$ cat src/rtl/result_collector.sv
// Result collector: round-robin grant over engine service requests, two-cycle req_ack
// handshake, capture of the shared result bus, frame-buffer write with backpressure,
// and per-frame pixel counting.
module result_collector #(
  parameter int unsigned N_ENGINES = 8,
  parameter int unsigned H_RES     = 640,
  parameter int unsigned V_RES     = 480
) (
  input  logic                 Engine_CLK,
  input  logic                 eRST,
  input  logic [N_ENGINES-1:0] service_req,
  input  logic [26:0]          result_bus,
  output logic [N_ENGINES-1:0] req_ack,
  input  logic                 fb_ready,
  output logic                 fb_we,
  output logic [18:0]          fb_addr,
  output logic [7:0]           fb_data,
  input  logic                 frame_clear,
  output logic [18:0]          pixels_done,
  output logic                 frame_done,
  output logic                 coord_err
);

  localparam int unsigned IdxW        = (N_ENGINES > 1) ? $clog2(N_ENGINES) : 1;
  localparam logic [18:0] FramePixels = 19'(H_RES * V_RES);

  typedef enum logic [2:0] {StIdle, StAck1, StAck2, StWrite, StRelease} state_e;

  state_e                 state_q, state_d;
  // last_q is both the round-robin pointer and the engine currently being served.
  logic [IdxW-1:0]        last_q, last_d;
  logic [N_ENGINES-1:0]   ack_q, ack_d;
  logic                   we_q, we_d;
  logic [18:0]            addr_q, addr_d;
  logic [7:0]             data_q, data_d;
  logic [18:0]            pix_q, pix_d;
  logic                   done_q, done_d;
  logic                   err_q, err_d;

  logic                   any_req;
  logic [IdxW-1:0]        winner;
  logic                   err_set;
  logic                   pix_inc;

  logic [9:0]             bus_x;
  logic [8:0]             bus_y;
  logic [7:0]             bus_iter;
  logic [18:0]            addr_calc;
  logic                   coord_ok;

  assign bus_x     = result_bus[26:17];
  assign bus_y     = result_bus[16:8];
  assign bus_iter  = result_bus[7:0];
  assign addr_calc = 19'(bus_y) * 19'(H_RES) + 19'(bus_x);
  assign coord_ok  = (32'(bus_x) < H_RES) && (32'(bus_y) < V_RES);

  // Round-robin search starting just above the last winner, wrapping around.
  always_comb begin
    int unsigned idx;
    any_req = 1'b0;
    winner  = last_q;
    idx     = 0;
    for (int unsigned k = 1; k <= N_ENGINES; k++) begin
      idx = (32'(last_q) + k) % N_ENGINES;
      if (!any_req && service_req[IdxW'(idx)]) begin
        any_req = 1'b1;
        winner  = IdxW'(idx);
      end
    end
  end

  // Handshake / write state machine next-state logic.
  always_comb begin
    state_d = state_q;
    last_d  = last_q;
    ack_d   = ack_q;
    we_d    = we_q;
    addr_d  = addr_q;
    data_d  = data_q;
    err_set = 1'b0;
    pix_inc = 1'b0;
    unique case (state_q)
      StIdle: begin
        if (any_req) begin
          ack_d         = '0;
          ack_d[winner] = 1'b1;
          last_d        = winner;
          state_d       = StAck1;
        end
      end
      // Extra cycle so the bus settles and the engine observes the ack.
      StAck1: state_d = StAck2;
      StAck2: begin
        ack_d  = '0;
        addr_d = addr_calc;
        data_d = bus_iter;
        if (coord_ok) begin
          we_d    = 1'b1;
          state_d = StWrite;
        end else begin
          err_set = 1'b1;
          state_d = StRelease;
        end
      end
      StWrite: begin
        if (fb_ready) begin
          we_d    = 1'b0;
          pix_inc = 1'b1;
          state_d = StRelease;
        end
      end
      // Wait for the served engine to drop its request so it is not granted twice.
      StRelease: begin
        if (!service_req[last_q]) state_d = StIdle;
      end
      default: state_d = StIdle;
    endcase
  end

  // Pixel count, frame-complete pulse and sticky coordinate error.
  always_comb begin
    pix_d  = pix_q;
    done_d = 1'b0;
    err_d  = err_q;
    if (frame_clear) begin
      pix_d = '0;
      err_d = 1'b0;
    end else if (pix_inc) begin
      if (pix_q + 19'd1 == FramePixels) begin
        pix_d  = '0;
        done_d = 1'b1;
      end else begin
        pix_d = pix_q + 19'd1;
      end
    end
    if (err_set) err_d = 1'b1;
  end

  // State registers; reset drops any handshake or write in flight.
  always_ff @(posedge Engine_CLK or posedge eRST) begin
    if (eRST) begin
      state_q <= StIdle;
      last_q  <= IdxW'(N_ENGINES - 1);
      ack_q   <= '0;
      we_q    <= 1'b0;
      addr_q  <= '0;
      data_q  <= '0;
      pix_q   <= '0;
      done_q  <= 1'b0;
      err_q   <= 1'b0;
    end else begin
      state_q <= state_d;
      last_q  <= last_d;
      ack_q   <= ack_d;
      we_q    <= we_d;
      addr_q  <= addr_d;
      data_q  <= data_d;
      pix_q   <= pix_d;
      done_q  <= done_d;
      err_q   <= err_d;
    end
  end

  assign req_ack     = ack_q;
  assign fb_we       = we_q;
  assign fb_addr     = addr_q;
  assign fb_data     = data_q;
  assign pixels_done = pix_q;
  assign frame_done  = done_q;
  assign coord_err   = err_q;

endmodule

$ cat config.mk
export PLATFORM = sky130hd
export DESIGN_NAME = result_collector
export DESIGN_NICKNAME = d
export VERILOG_FILES = /design/src/rtl/result_collector.sv
export SDC_FILE = /design/constraint.sdc
export NUM_CORES = 1
export LEC_CHECK = 0
export BUFFER_PORTS_ARGS = -buffer_cell sky130_fd_sc_hd__buf_2
export CAP_MARGIN = 30
export CORE_UTILIZATION = 40
export CTS_BUF_LIST = sky130_fd_sc_hd__clkbuf_8
export DETAILED_ROUTE_END_ITERATION = 7
export PLACE_DENSITY = 0.64
export SYNTH_ARGS = -nofsm -noshare
export SYNTH_HDL_FRONTEND = slang
export SYNTH_SLANG_ARGS = --single-unit
$ cat constraint.sdc
create_clock -name Engine_CLK -period 4.9 [get_ports Engine_CLK]
set_clock_uncertainty 0.2 [all_clocks]
set_input_delay 0.98 -clock Engine_CLK [delete_from_list [all_inputs] [get_ports Engine_CLK]]
set_output_delay 0.98 -clock Engine_CLK [all_outputs]
set_load 0.02 [all_outputs]
==> summary.md, run 1 <==
| Metric | Value |
|---|---|
| CTS clock-pin slew for the worst setup and hold paths | `0.08 ns` |
| Num ports | `96` |
| Power Total | `3.323 mW` |
| Post_cts resized | `0` |
| RSZ-0062 raised after global routing | `no` |
| Critical Path Max Stage Delay | `0.76 ns` |
| Fill cell count | `1080` |
| Largest net degree at the start of global routing | `40` |
| Worst R2R Start | `last_q[1]` |
| Setup Buffers After CTS | `0` |
| Initial core utilization | `41.49%` |
| Most frequent cells in the layout | `95 x buf_2, 83 x nand2_1, 60 x dfrtp_1` |
| CTS sink count | `63` |
| Die ar. | `11770 µm²` |
| Number of distinct library cells after synthesis | `67` |
| Worst skew pair latency | `0.34 ns` |
| Critical Path RT | `4.94 ns` |
| Initial DRC Count | `138` |
| Hold Path Origin | `fb_data[3]` |
| Crit path kind | `reg -> reg` |
| CP Launch Point | `last_q[1]` |
| Startpoint Class | `flip-flop` |
| CP Max Fanout | `17` |
| Worst-margin pin slew | `0.9819 ns` |
| CTS H-tree depth | `3` |
| Seq/Total Area, Yosys | `34.83%` |
| Reg2Reg Depth | `9` |
| Most common cell after layout, fill and taps aside | `buf_2` |
| Final hold vios | `0` |
| Relative slew slack | `34.47%` |
| Final GP Congestion | `0.8777` |
| Status | `finished, final reports clean` |
| Row count | `38` |
| Routed wire length | `10.92 mm` |
| Post-synth EDFFs | `0` |
| Layout Nets | `642` |
| Grt ovf | `0` |
| Core ar. | `10940 µm²` |
| Setup crit end | `req_ack[6]` |
| CTS tree | `yes` |
| Worst EP arrival | `3.94 ns` |
| Via Count | `4089` |
| WL per Instance | `15.05 µm` |
| Root Driver | `clkbuf_8` |
| Post-DP Area | `5115 µm²` |
| Vias in the first global route | `3791` |
| Share of the synthesized area in the top cell type | `33.09%` |
| Yosys warns | `0` |
| Final period util | `79.66%` |
| Worst hold path class | `reg -> reg` |
| Die Span Y | `108.5 µm` |
| Post-Route Setup TNS | `0 ns` |
| Post-DRT Antenna Nets | `0` |
| Power density over the cells | `625.1 nW/µm²` |
| Synthesis-to-layout area growth | `17.18%` |
| Post-synthesis net count | `554` |
| Main flop type after synthesis | `dfrtp_1` |
| Initial antenna violation count | `0` |
| #FFs+latches synth | `63` |
| Drt drc | `0` |
| Hpwl dp | `8.233 mm` |
| Via-to-Cell Ratio | `5.632` |
| Fin util | `48.62%` |
| CP cell instances | `inv_1, ha_1, mux4_2, or2_1, a2111oi_0, a41oi_1, o22ai_1, o22ai_2, o41ai_1` |
| Post-synthesis cell area | `4537 µm²` |
| Min Tclk post-route | `3.904 ns` |
| Clock buffer depth | `2` |
| Final Max Slew Viols | `0` |
| Synth top area cells | `dfrtp_1 33%, nand2_1 6.9%, mux4_2 6.0%` |
| Cells after synthesis | `493` |
| Peak supply drop | `300.0 µV` |
| Port Buffers | `95` |
| Final setup viols | `0` |
| Hold Slack | `0.2764 ns` |
| Cell area after layout | `5316 µm²` |
| Cts hold-fix bufs | `0` |
| Antenna Cells | `0` |
| Layout cells sized above 1 | `25.94%` |
| Die W | `108.5 µm` |
| Mapped Avg Cell Area | `9.203 µm²` |
| First-pass GRT wire length | `18.04 mm` |
| Cell taking the most area after synthesis | `dfrtp_1` |
| P_leak | `2.507 nW` |
| Max Cap Viol | `0` |
| Max Freq | `256.2 MHz` |
| Ys async rst share | `100.0%` |
| Worst R2R End | `req_ack[6]` |
| Crit-path slowest cell | `dfstp_2` |
| Gr usage total | `19.18%` |
| Internal reg-to-reg setup slack | `1.0 ns` |
| Endpoint type of the worst setup path | `flip-flop` |
| DRT Pass-1 Iters | `6` |
| Num CTS Buffers | `9` |
how the worst min path moves through the flow:
stage                 endpoint  cells past startpoint
floorplan           state_q[0]                      1
global placement    fb_data[1]                      2
detailed placement  fb_data[3]                      2
CTS                 fb_data[3]                      2
global route        req_ack[2]                      2
finish              fb_data[3]                      2
area by class of cell:
class	count	area (µm²)	share of cell area (%)
sequential	63	1580	29.72
inverter	14	52.55	0.9885
clock inverter	7	77.57	1.459
multi-input combinational	395	2809	52.84
clock buffer	9	123.9	2.330
timing repair buffer	98	498.0	9.367
tap	140	175.2	3.295
critical path: cells and delay by family (launching register included):
family / cells / cell delay (ns)
DFF: 1 / 0.76
buffers and inverters: 1 / 0.10
muxes: 1 / 0.44
AOI/OAI and AO/OA: 5 / 1.26
adders and majority gates: 1 / 0.73
and+or+nand+nor: 1 / 0.30
layer usage:
metal | vias up | GRT usage [%] | part of all wire (%)
met2 | 125 | 31.78 | 49
met1 | 1967 | 24.71 | 45
li1 | 1983 | - | -
met5 | - | 0 | 0
met4 | 0 | 7.046 | 1.5
met3 | 14 | 3.737 | 5.0
kinds of logic (layout without fill, tap and decap cells):
kind of cell             after synthesis  in the layout  synth area share [%]
AND/OR/NAND/NOR                      206            206                 21.54
buffers and inverters                 35            128                 3.310
AO/OA/AOI/OAI                        103            103                 17.07
adder cells (fa/ha/maj)               22             22                 6.398
multiplexers                          34             34                 11.06
XOR/XNOR                              30             30                 5.791
flip-flops                            63             63                 34.83
flip-flops by register name (all words and copies together), names as in the netlist:
signal / flops
fb_we: 1
coord_err: 1
last_q: 3
req_ack: 8
pixels_done: 19
fb_addr: 19
fb_data: 8
frame_done: 1
state_q: 3
metrics by stage:
step                worst slack [ns]  instances
floorplan                      1.265        493
global placement              0.9664        710
detailed placement            0.8810        710
CTS                           0.9818        726
global route                  0.7097        726
finish                        0.9965        726
where the power goes:
| group | switching [mW] | internal, mW | total [mW] |
|---|---|---|---|
| combinational | 1.21 | 0.812 | 2.02 |
| sequential | 0.138 | 0.693 | 0.831 |
| clock | 0.228 | 0.240 | 0.468 |
Yosys cell counts (all sizes together) (7+ instances only):
cell / instances
a31oi: 12
nand3: 16
nor2: 41
xor2: 20
inv: 12
a21o: 7
nand2b: 8
a211oi: 7
mux4: 12
ha: 20
a21oi: 10
mux2i: 16
nor2b: 7
nand2: 84
xnor2: 10
o21ai: 26
dfrtp: 60
buf: 10
and3: 7
nand4: 12
clkbuf: 11
(Power assumes the default switching activity.)
==> inputs of run 2 (changes only) <==
clock period = 4.05 ns   (was 4.9 ns; I/O delays follow)
==> summary.md, run 2 (synthesis gave the netlist of run 1 again) <==
| Metric | Value |
|---|---|
| Final setup viols | `0` |
| Worst hold path class | `reg -> reg` |
| Post_cts resized | `0` |
| Worst-margin pin slew | `0.8531 ns` |
| Critical Path Max Stage Delay | `0.60 ns` |
| Endpoint type of the worst setup path | `flip-flop` |
| Worst Hold End | `fb_addr[7]` |
| Post-DRT Antenna Nets | `0` |
| Root Driver | `clkbuf_8` |
| Startpoint Class | `flip-flop` |
| Hold Path Origin | `fb_addr[7]` |
| Via-to-Cell Ratio | `5.510` |
| CTS clock-pin slew for the worst setup and hold paths | `0.08 ns` |
| Routed wire length on met2 | `5.280 mm` |
| Num CTS Buffers | `9` |
| Hpwl dp | `8.182 mm` |
| Setup Buffers After CTS | `0` |
| Worst R2R End | `req_ack[7]` |
| Core ar. | `10940 µm²` |
| Initial DRC Count | `156` |
| CTS H-tree depth | `3` |
| Cell area after layout | `5366 µm²` |
| Critical Path RT | `4.06 ns` |
| Num ports | `96` |
| Via Count | `4022` |
| RSZ-0062 raised after global routing | `no` |
| Post-DP Area | `5165 µm²` |
| Min Tclk post-route | `3.596 ns` |
| Drt drc | `0` |
| WL met1 | `4.958 mm` |
| First-pass GRT wire length | `17.74 mm` |
| Crit-path slowest cell | `ha_1` |
| Die W | `108.5 µm` |
| Clock buffer depth | `2` |
| Hold depth | `2` |
| Highest routed layer | `met4` |
| Most common cell after layout, fill and taps aside | `buf_2` |
| Max Cap Viol | `0` |
| Layout Nets | `646` |
| Gr usage total | `18.93%` |
| Initial core utilization | `41.49%` |
| Reg2Reg Depth | `9` |
| Worst skew pair latency | `0.34 ns` |
| Grt ovf | `0` |
| CP Max Fanout | `12` |
| Most frequent cells in the layout | `95 x buf_2, 83 x nand2_1, 60 x dfrtp_1` |
| Largest net degree at the start of global routing | `42` |
| Peak supply drop | `498.5 µV` |
| P_leak | `2.536 nW` |
| Cts hold-fix bufs | `0` |
| Vias in the first global route | `3714` |
| Levels on crit path | `9` |
| DRT Pass-1 Iters | `5` |
| Crit path kind | `reg -> reg` |
| Status | `finished, final reports clean` |
| Synthesis-to-layout area growth | `18.28%` |
| Post-Route Setup TNS | `0 ns` |
| Fin util | `49.07%` |
| Initial antenna violation count | `0` |
| WL per Instance | `14.83 µm` |
| Antenna Cells | `0` |
| Final hold vios | `0` |
| Layout cells sized above 1 | `26.44%` |
| Die Span Y | `108.5 µm` |
| Worst EP arrival | `3.61 ns` |
| Internal reg-to-reg setup slack | `0.45 ns` |
| CTS tree | `yes` |
| Worst R2R Start | `last_q[0]` |
| Die ar. | `11770 µm²` |
| Row count | `38` |
| Final Max Slew Viols | `0` |
| Port Buffers | `95` |
| Metal3 WL | `498 µm` |
| CP Buf/Inv Count | `1` |
| CTS sink count | `63` |
| Max Freq | `278.1 MHz` |
| CP cell instances | `clkinv_1, ha_1, mux4_2, or2_1, a2111oi_0, a41oi_1, o22ai_1, o22ai_2, o41ai_1` |
| Final GP Congestion | `0.8805` |
| Final period util | `88.80%` |
| Relative slew slack | `43.04%` |
| Power density over the cells | `760.8 nW/µm²` |
| Cell family with most CP delay | `compound AO/OA/AOI/OAI gates` |
| Routed wire length | `10.83 mm` |
run 2: cell count changes in the layout (fill, tap and decap cells not counted), sizes merged:
cell  delta
buf      +4
run 2: worst register-to-register path: cells and delay by family, from the launching register on:
kind | cells | cell delay (ns)
AOI/OAI and AO/OA | 5 | 1.35
adders and majority gates | 1 | 0.60
buffers and inverters | 1 | 0.08
muxes | 1 | 0.41
DFF | 1 | 0.53
and+or+nand+nor | 1 | 0.30
run 2: per-layer routing:
layer	GRT usage, %	vias up
met5	0	-
met4	5.792	0
met3	3.315	9
met2	30.88	93
met1	25.50	1933
li1	-	1987
run 2: power breakdown:
| part | total (mW) | internal [mW] | switching, mW |
|---|---|---|---|
| clock network | 0.562 | 0.291 | 0.271 |
| logic | 2.54 | 1.03 | 1.51 |
| registers | 0.976 | 0.837 | 0.139 |
run 2: how the worst max path moves through the flow:
stage                        from     endpoint  slack (ns)
floorplan               last_q[0]   req_ack[0]        0.42
CTS                     last_q[0]   req_ack[7]        0.51
global route            last_q[0]   req_ack[6]        0.23
detailed placement  result_bus[9]  fb_addr[17]        0.28
finish                  last_q[0]   req_ack[7]        0.45
global placement    result_bus[9]  fb_addr[17]        0.33
run 2: metrics by stage:
step                      hold WS (ns)  setup WS, ns  total power [mW]  cells
after floorplan                 0.2644        0.4150             2.911    493
after global placement          0.2542        0.3338             3.436    713
after detailed placement        0.2613        0.2771             3.524    714
after CTS                       0.2827        0.5086             4.095    730
after global routing            0.3053        0.2324             4.401    730
final                           0.2766        0.4537             4.083    730
run 2: final cells by class:
cell class	count	area, µm²
tap	140	175.2
clock inverter	7	77.57
sequential	63	1580
multi-input combinational	395	2809
timing repair buffer	102	548.0
clock buffer	9	123.9
fill	1067	5569
inverter	14	52.55
==> inputs of run 3 (changes only) <==
CORE_UTILIZATION = 57   (was 40)
PLACE_DENSITY = 0.85   (was 0.64)
==> summary.md, run 3 (synthesis gave the netlist of run 1 again) <==
| Metric | Value |
|---|---|
| Gr usage total | `27.94%` |
| CTS clock-pin slew for the worst setup and hold paths | `0.07 ns` |
| Endpoint type of the worst setup path | `flip-flop` |
| Clock buffer depth | `2` |
| Vias in the first global route | `4058` |
| Setup ws final | `0.2282 ns` |
| WL per Instance | `16.31 µm` |
| Via Count | `4251` |
| Min Tclk post-route | `3.822 ns` |
| Critical Path RT | `4.07 ns` |
| Hold Slack | `0.2716 ns` |
| Critical Path Max Stage Delay | `0.75 ns` |
| Worst Hold End | `fb_addr[4]` |
| Largest net degree at the start of global routing | `42` |
| Final GP Congestion | `0.8962` |
| Hpwl dp | `8.411 mm` |
| CP Buf/Inv Count | `1` |
| Max Freq | `261.7 MHz` |
| First-pass GRT wire length | `18.74 mm` |
| Cell family with most CP delay | `compound AO/OA/AOI/OAI gates` |
| Int Power | `2.148 mW` |
| Power Total | `4.108 mW` |
| Reg2Reg Depth | `9` |
| Switch share | `47.72%` |
| Post-DP Area | `5095 µm²` |
| Hold Path Origin | `fb_addr[4]` |
| Fin util | `68.57%` |
| Final Max Slew Viols | `0` |
| RSZ-0062 raised after global routing | `no` |
| Hold depth | `2` |
| Fill cell count | `617` |
| Worst-margin pin slew | `0.8422 ns` |
| Sequential cell area | `1580 µm²` |
| Most common cell after layout, fill and taps aside | `buf_2` |
| Area of the multi-input gates | `2809 µm²` |
| Core ar. | `7727 µm²` |
| Startpoint Class | `flip-flop` |
| Routed wire length | `11.27 mm` |
| Pre-CTS setup slack | `0.1846 ns` |
| Worst R2R End | `req_ack[3]` |
| Cell area after layout | `5299 µm²` |
| Die W | `91.22 µm` |
| Initial core utilization | `58.71%` |
| Layout Nets | `645` |
| CTS tree | `yes` |
| Via-to-Cell Ratio | `6.152` |
| Comb power frac | `62.1%` |
| Num CTS Buffers | `9` |
| Initial antenna violation count | `0` |
| Layout cells sized above 1 | `26.32%` |
| Die ar. | `8320 µm²` |
| Antenna Cells | `0` |
| Num ports | `96` |
| Crit path kind | `reg -> reg` |
| CTS sink count | `63` |
| Clock network power share | `13.6%` |
| Post-DRT Antenna Nets | `0` |
| Post_cts resized | `0` |
| Psw | `1.960 mW` |
| Final setup viols | `0` |
| DRT Pass-1 Iters | `5` |
| Grt ovf | `0` |
| Final hold vios | `0` |
| Final period util | `94.37%` |
| CP Max Fanout | `17` |
| Cts hold-fix bufs | `0` |
| Worst EP arrival | `3.84 ns` |
| Peak supply drop | `325.6 µV` |
| Worst skew pair latency | `0.34 ns` |
| Initial DRC Count | `206` |
| CP cell instances | `inv_1, ha_2, mux4_2, or2_1, a2111oi_0, a41oi_1, o22ai_1, o22ai_2, o41ai_1` |
| P_leak | `2.524 nW` |
| Port Buffers | `95` |
| CTS H-tree depth | `3` |
| Seq pwr share | `24.3%` |
| Most frequent cells in the layout | `95 x buf_2, 83 x nand2_1, 60 x dfrtp_1` |
| Post-Route Setup TNS | `0 ns` |
| Power density over the cells | `775.3 nW/µm²` |
| Synthesis-to-layout area growth | `16.80%` |
| Status | `finished, final reports clean` |
| Worst hold path class | `reg -> reg` |
| Internal reg-to-reg setup slack | `0.23 ns` |
| Relative slew slack | `43.77%` |
| Crit-path slowest cell | `dfstp_2` |
| Row count | `32` |
| Setup Buffers After CTS | `0` |
| Die Span Y | `91.22 µm` |
| Root Driver | `clkbuf_8` |
| Drt drc | `0` |
| Non-filler instance count after layout | `691` |
| Dpl cells | `675` |
| Worst R2R Start | `last_q[1]` |
| Max Cap Viol | `0` |
run 3: changes by cell type in the layout (fill, tap and decap cells not counted), sizes merged:
cell | before | now
buf | 102 | 101
run 3: worst max path at each step:
stage	cells past startpoint	slack, ns	startpoint	endpoint
global placement	11	0.35	result_bus[9]	fb_addr[17]
finish	9	0.23	last_q[1]	req_ack[3]
detailed placement	9	0.18	last_q[1]	req_ack[7]
global route	9	0.10	last_q[1]	req_ack[3]
floorplan	12	0.42	last_q[0]	req_ack[0]
CTS	9	0.17	last_q[1]	req_ack[3]
run 3: routing by layer:
layer | wire length (µm) | part of all wire [%] | GRT usage, % | vias up
met3 | 703 | 6.2 | 4.523 | 39
met1 | 4543 | 40 | 34.15 | 2038
met5 | 0 | 0 | 0 | -
met4 | 345 | 3.1 | 13.36 | 0
li1 | - | - | - | 1986
met2 | 5679 | 50 | 48.11 | 188
run 3: power groups by stage:
stage | clock network [mW] | logic, mW | registers [mW]
2_1_floorplan | 0 | 1.77 | 1.14
5_1_grt | 0.587 | 2.77 | 1.03
4_1_cts | 0.566 | 2.53 | 0.997
3_5_place_dp | 0 | 2.52 | 1.01
3_3_place_gp | 0 | 2.39 | 0.996
6_report | 0.557 | 2.55 | 1.00
run 3: cell type report:
cell class	count	share of cell area (%)
timing repair buffer	101	9.965
inverter	14	0.9917
clock inverter	7	1.464
clock buffer	9	2.338
multi-input combinational	395	53.01
tap	102	2.408
sequential	63	29.82
run 3: worst reg2reg max path, cell delays in order, from the launching register on:
cell,delay (ns)
dfstp_2,0.75
inv_1,0.11
ha_2,0.52
mux4_2,0.39
or2_1,0.30
a2111oi_0,0.53
a41oi_1,0.13
o22ai_1,0.21
o22ai_2,0.17
o41ai_1,0.39
